`config.mk`:
```
export PLATFORM = sky130hd
export DESIGN_NAME = serial_port_controller
export DESIGN_NICKNAME = d
export VERILOG_FILES = /design/src/rtl/serial_port_controller.sv
export SDC_FILE = /design/constraint.sdc
export NUM_CORES = 1
export LEC_CHECK = 0
export ABC_AREA = 0
export BUFFER_PORTS_ARGS = -buffer_cell sky130_fd_sc_hd__buf_2
export CAP_MARGIN = 20
export CORE_ASPECT_RATIO = 0.6
export CORE_MARGIN = 2
export CORE_UTILIZATION = 56
export DETAILED_ROUTE_END_ITERATION = 10
export GPL_ROUTABILITY_DRIVEN = 1
export PLACE_DENSITY_LB_ADDON = 0.12
export SLEW_MARGIN = 0
export SYNTH_ARGS = -nofsm -noshare
export SYNTH_HDL_FRONTEND = slang
export SYNTH_SLANG_ARGS = --single-unit
```
`constraint.sdc`:
```
create_clock -name clock -period 3.01 [get_ports clock]
set_clock_uncertainty 0.15 [all_clocks]
set_input_delay 0.4515 -clock clock [delete_from_list [all_inputs] [get_ports clock]]
set_output_delay 0.4515 -clock clock [all_outputs]
set_load 0.01 [all_outputs]
```
`src/rtl/serial_port_controller.sv`:
```
// serial_port_controller
//
// Memory-mapped controller for the processor's byte-serial port. Outbound
// bytes stored to DATA are queued in a TX FIFO and handed to the sink one
// strobe at a time. Inbound bytes are prefetched from the source into an RX
// FIFO and returned by DATA loads. STATUS reports the FIFO levels. Accesses
// that cannot complete (store to a full TX FIFO, load from an empty RX FIFO)
// stall the core until they can.
//
// Ports:
//   clock, reset        - single clock, synchronous active-low reset
//   cpu_addr            - 0 = DATA, 1 = STATUS
//   cpu_re / cpu_we     - level load / store requests (store wins)
//   cpu_wdata           - byte to transmit
//   cpu_rdata           - zero-extended load result (combinational)
//   cpu_stall           - freeze the core this cycle (combinational)
//   serial_in           - inbound byte, valid with serial_valid_in
//   serial_valid_in     - source holds a byte
//   serial_ready_in     - sink can accept a byte
//   serial_out          - outbound byte, valid with serial_wren_out
//   serial_rden_out     - one-cycle pop strobe to the source
//   serial_wren_out     - one-cycle push strobe to the sink
module serial_port_controller #(
    parameter int TX_DEPTH = 4,
    parameter int RX_DEPTH = 4
) (
    input  logic        clock,
    input  logic        reset,
    input  logic        cpu_addr,
    input  logic        cpu_re,
    input  logic        cpu_we,
    input  logic [7:0]  cpu_wdata,
    output logic [31:0] cpu_rdata,
    output logic        cpu_stall,
    input  logic [7:0]  serial_in,
    input  logic        serial_valid_in,
    input  logic        serial_ready_in,
    output logic [7:0]  serial_out,
    output logic        serial_rden_out,
    output logic        serial_wren_out
);

    localparam int TX_PW = $clog2(TX_DEPTH);
    localparam int TX_CW = TX_PW + 1;
    localparam int RX_PW = $clog2(RX_DEPTH);
    localparam int RX_CW = RX_PW + 1;

    typedef enum logic {TX_IDLE, TX_WAIT} txState_e;
    typedef enum logic {RX_IDLE, RX_WAIT} rxState_e;

    logic [7:0]       r_txMem [TX_DEPTH];
    logic [TX_PW-1:0] r_txWrPtr;
    logic [TX_PW-1:0] r_txRdPtr;
    logic [TX_CW-1:0] r_txCount;
    txState_e         r_txState;
    txState_e         w_txNext;
    logic [7:0]       r_lastOut;

    logic [7:0]       r_rxMem [RX_DEPTH];
    logic [RX_PW-1:0] r_rxWrPtr;
    logic [RX_PW-1:0] r_rxRdPtr;
    logic [RX_CW-1:0] r_rxCount;
    rxState_e         r_rxState;
    rxState_e         w_rxNext;

    logic w_txFull, w_txEmpty, w_rxFull, w_rxEmpty;
    logic w_dataWr, w_dataRd, w_statRd;
    logic w_txPush, w_txPop, w_rxPush, w_rxPop;

    // FIFO flags come from the registered counts, so a pop or capture in
    // the current cycle only helps a blocked access on the next cycle.
    assign w_txFull  = (r_txCount == TX_CW'(TX_DEPTH));
    assign w_txEmpty = (r_txCount == '0);
    assign w_rxFull  = (r_rxCount == RX_CW'(RX_DEPTH));
    assign w_rxEmpty = (r_rxCount == '0);

    // Store takes priority over load when both are requested.
    assign w_dataWr = cpu_we & ~cpu_addr;
    assign w_dataRd = cpu_re & ~cpu_we & ~cpu_addr;
    assign w_statRd = cpu_re & ~cpu_we & cpu_addr;

    assign w_txPush  = w_dataWr & ~w_txFull;
    assign w_rxPop   = w_dataRd & ~w_rxEmpty;
    assign cpu_stall = (w_dataWr & w_txFull) | (w_dataRd & w_rxEmpty);

    // Load result: RX head on a completing DATA load, status word on a
    // STATUS load, zero otherwise (including a stalled DATA load).
    always_comb begin
        cpu_rdata = '0;
        if (w_rxPop) begin
            cpu_rdata[7:0] = r_rxMem[r_rxRdPtr];
        end else if (w_statRd) begin
            cpu_rdata[0]     = ~w_rxEmpty;
            cpu_rdata[1]     = ~w_txFull;
            cpu_rdata[2]     = w_txEmpty;
            cpu_rdata[10:8]  = 3'(r_rxCount);
            cpu_rdata[18:16] = 3'(r_txCount);
        end
    end

    // TX FSM: the strobe is issued from IDLE and followed by one dead cycle
    // so the sink has time to update its ready. Strobes are gated by reset so
    // nothing reaches the pins while reset is held.
    always_comb begin
        w_txNext = r_txState;
        w_txPop  = 1'b0;
        case (r_txState)
            TX_IDLE: begin
                if (reset && !w_txEmpty && serial_ready_in) begin
                    w_txPop  = 1'b1;
                    w_txNext = TX_WAIT;
                end
            end
            TX_WAIT: w_txNext = TX_IDLE;
            default: w_txNext = TX_IDLE;
        endcase
    end

    assign serial_wren_out = w_txPop;
    assign serial_out      = w_txPop ? r_txMem[r_txRdPtr] : r_lastOut;

    // RX FSM: same two-cycle rhythm as TX; a full RX FIFO leaves the byte
    // pending at the source, so the FIFO can never overflow.
    always_comb begin
        w_rxNext = r_rxState;
        w_rxPush = 1'b0;
        case (r_rxState)
            RX_IDLE: begin
                if (reset && serial_valid_in && !w_rxFull) begin
                    w_rxPush = 1'b1;
                    w_rxNext = RX_WAIT;
                end
            end
            RX_WAIT: w_rxNext = RX_IDLE;
            default: w_rxNext = RX_IDLE;
        endcase
    end

    assign serial_rden_out = w_rxPush;

    // TX pointers, count, state and the held output byte.
    always_ff @(posedge clock) begin
        if (!reset) begin
            r_txWrPtr <= '0;
            r_txRdPtr <= '0;
            r_txCount <= '0;
            r_txState <= TX_IDLE;
            r_lastOut <= '0;
        end else begin
            r_txState <= w_txNext;
            if (w_txPush) begin
                r_txWrPtr <= r_txWrPtr + TX_PW'(1);
            end
            if (w_txPop) begin
                r_txRdPtr <= r_txRdPtr + TX_PW'(1);
                r_lastOut <= r_txMem[r_txRdPtr];
            end
            case ({w_txPush, w_txPop})
                2'b10:   r_txCount <= r_txCount + TX_CW'(1);
                2'b01:   r_txCount <= r_txCount - TX_CW'(1);
                default: r_txCount <= r_txCount;
            endcase
        end
    end

    // TX storage needs no reset; the count alone defines what is valid.
    always_ff @(posedge clock) begin
        if (reset && w_txPush) begin
            r_txMem[r_txWrPtr] <= cpu_wdata;
        end
    end

    // RX pointers, count and state.
    always_ff @(posedge clock) begin
        if (!reset) begin
            r_rxWrPtr <= '0;
            r_rxRdPtr <= '0;
            r_rxCount <= '0;
            r_rxState <= RX_IDLE;
        end else begin
            r_rxState <= w_rxNext;
            if (w_rxPush) begin
                r_rxWrPtr <= r_rxWrPtr + RX_PW'(1);
            end
            if (w_rxPop) begin
                r_rxRdPtr <= r_rxRdPtr + RX_PW'(1);
            end
            case ({w_rxPush, w_rxPop})
                2'b10:   r_rxCount <= r_rxCount + RX_CW'(1);
                2'b01:   r_rxCount <= r_rxCount - RX_CW'(1);
                default: r_rxCount <= r_rxCount;
            endcase
        end
    end

    // RX storage captures the inbound byte on the pop strobe.
    always_ff @(posedge clock) begin
        if (w_rxPush) begin
            r_rxMem[r_rxWrPtr] <= serial_in;
        end
    end

endmodule

```
==> flow_summary.json <==
{
  "status": "completed",
  "rsz0062_at_grt": "no",
  "cts-root-buf": "clkbuf_16",
  "cp_cell_sequence": "mux4_2, a22o_1, buf_2",
  "diodes": 0,
  "gp_congestion": 0.771,
  "fin_ws_ns": 0.403,
  "path_class": "register to output pin",
  "synth-edff-count": 64,
  "critical_path_buf_inv_count": 1,
  "slew_headroom": 0.512,
  "setup.worst_path.end_class": "output pin",
  "ant_nets": 0,
  "ir_drop_uv": 435,
  "postCtsSetupBuffers": 0,
  "viasPerCell": 5.37,
  "synth_area_leaders": "edfxtp_1 (49%), dfxtp_1 (14%), mux4_2 (9.1%)",
  "whs_ns": 0.171,
  "die-area_um2": 7780,
  "placed_cells": 413,
  "fin_crit_sh": 0.866,
  "min_path_type": "input pin to register",
  "cp_data_required_time_ns": 2.41,
  "ys_ff_latch": 92,
  "synth_top_area_share": 0.486,
  "cts_resized": 0,
  "syn_inst": 289,
  "timing.fmax_mhz": 384,
  "place_ws_ns": 0.532,
  "vias": 2303,
  "wl_per_cell_um": 16.8,
  "setup_viol": 0,
  "grt_pass1_wl_mm": 11.8,
  "cp.arrival_ns": 2.01,
  "crit_family": "flip-flops",
  "fp.dieH_um": 69.1,
  "die_x_um": 113,
  "gr-total-overflow": 0,
  "powerDensity_nw_per_um2": 627,
  "coreArea_um2": 6760,
  "totalNegativeSetupSlack_ns": 0,
  "cts_tree": "done",
  "avgSynthCellArea_um2": 13.7,
  "initial_core_util": 0.585,
  "rows": 23,
  "grt_pass1_vias": 2207,
  "min_period_ns": 2.61,
  "antenna_found_initial": 0,
  "cts_buffer_depth": 2,
  "tightest_slew_ns": 0.731,
  "final_max_slew_viol_count": 0,
  "ios": 66,
  "ys_async_sr_fraction": 0,
  "max_stage_delay_ns": 0.69,
  "drv_cap": 0,
  "io_buffers": 47,
  "synthDistinctLibCells": 33,
  "start_kind": "register",
  "layout.nets": 372,
  "syn_area_um2": 3960,
  "finalNonFillerCells": 429,
  "syn2layout_area_growth_pct": 14.2,
  "grt_usage": 0.203,
  "cts.sinks": 92,
  "ys_seq_area_frac": 0.627,
  "cts_buffers": 9,
  "hold_buffers": 0,
  "cp_max_fo": 8,
  "path_clk_slew_ns": 0.07,
  "dr.pass1.iters": 4,
  "hold_viol_final": 0,
  "slowest_stage": "dfxtp_1",
  "synth_warnings": 0,
  "htreeDepth": 3,
  "clkLatencyLatePin_ns": 0.34,
  "drt_drc_violations_left": 0,
  "synthFlopType": "edfxtp_1",
  "p_leak_nw": 1.74,
  "grt_max_degree": 22,
  "drt_wl_total_mm": 7.21,
  "dp_hpwl_mm": 5.22,
  "drt_iter0_drc": 212,
  "drive_above_1_share": 0.251,
  "synth_area_leader_cell": "edfxtp_1"
}
[final timing paths]
kind | startpoint | endpoint | cells after the start | slack (ns)
hold / removal | serial_in[5] | r_rxMem[2][5] | 1 | 0.17
hold reg to reg | r_txRdPtr[1] | r_txRdPtr[1] | 1 | 0.31
setup reg to reg | r_txCount[2] | r_txCount[2] | 9 | 0.53
setup / recovery | register | cpu_rdata[1] | 3 | 0.40
[registers in the layout (all words and copies together), names as in the netlist, named ones only]
register and flops:
r_lastOut 8, r_rxCount 3, r_rxMem 32, r_rxRdPtr 2
r_rxState 1, r_rxWrPtr 2, r_txCount 3, r_txMem 32
r_txRdPtr 2, r_txState 1, r_txWrPtr 2
[synth_stat cells, types with 6 or more instances]
library cell and instances:
o21ai_0 15, nor2_1 17, buf_4 19, clkbuf_1 8, ha_1 10, dfxtp_1 28
edfxtp_1 64, inv_1 13, and2_1 6, and3_1 10, nand2_1 11, nand3_1 13
a21oi_1 19, mux4_2 16
[routing by layer]
layer  global-route usage  part of all wire
met3               0.0880             0.080
met4               0.0528             0.011
met2                0.270              0.42
met1                0.307              0.49
met5                    0                 0
[cells by family after synthesis]
| group | count (synthesis) | share of synthesized area |
|---|---|---|
| AND/OR/NAND/NOR | 80 | 0.110 |
| adder cells (fa/ha/maj) | 12 | 0.0417 |
| multiplexers | 19 | 0.0986 |
| XOR/XNOR | 4 | 0.00885 |
| flip-flops | 92 | 0.627 |
| AO/OA/AOI/OAI | 38 | 0.0512 |
| buffers and inverters | 43 | 0.0613 |
| other | 1 | 0.000948 |
[cell usage in the layout, fill, tap and decap left out, types with 2 or more instances in the layout]
master and count:
bufinv_16 2, a21oi_1 19, buf_4 3, fa_1 2, inv_1 13, mux4_2 16, nand2_1 11, mux2i_1 3
nand3_1 13, nand2b_1 4, nor3_2 2, dfxtp_1 28, conb_1 18, nor3_1 2, and2_1 6, xor2_1 4
a22o_1 2, or3_1 4, ha_1 10, and3_1 10, nor2_1 17, edfxtp_1 64, and3b_1 2, buf_2 47
nor3b_1 2, clkbuf_16 9, or3b_2 2, nor2b_1 2, o21ai_0 15, clkinv_4 2, nand3b_1 2
[cell type report]
type	count	area, um^2
clock buffers	9	225
repair buffers	50	258
well taps	87	109
flip-flops and latches	92	2480
clock inverters	7	98.8
inverters	13	48.8
multi-input cells	171	1300
fillers	480	2240
[power by group]
group          internal (W)  switching, W
clock              0.000731      0.000464
combinational     0.0000885      0.000138
sequential          0.00139     0.0000267
[metrics by stage]
| step | power (W) | util | cell area (um^2) |
|---|---|---|---|
| 2_1_floorplan | 0.00160 | - | 4020 |
| 3_3_place_gp | 0.00166 | 0.620 | 4190 |
| 3_5_place_dp | 0.00167 | 0.620 | 4190 |
| 4_1_cts | 0.00285 | 0.668 | 4520 |
| 5_1_grt | 0.00294 | 0.668 | 4520 |
| 6_report | 0.00283 | 0.668 | 4520 |
[worst register-to-register path, cell delays in order, from the launching register on]
cell     delay [ns]
dfxtp_1        0.41
nor3b_1        0.39
nor2_1         0.16
inv_1          0.09
ha_1           0.18
inv_1          0.06
fa_1           0.37
xor2_1         0.16
or3_1          0.31
a21oi_1        0.14
(Power assumes the default switching activity.)
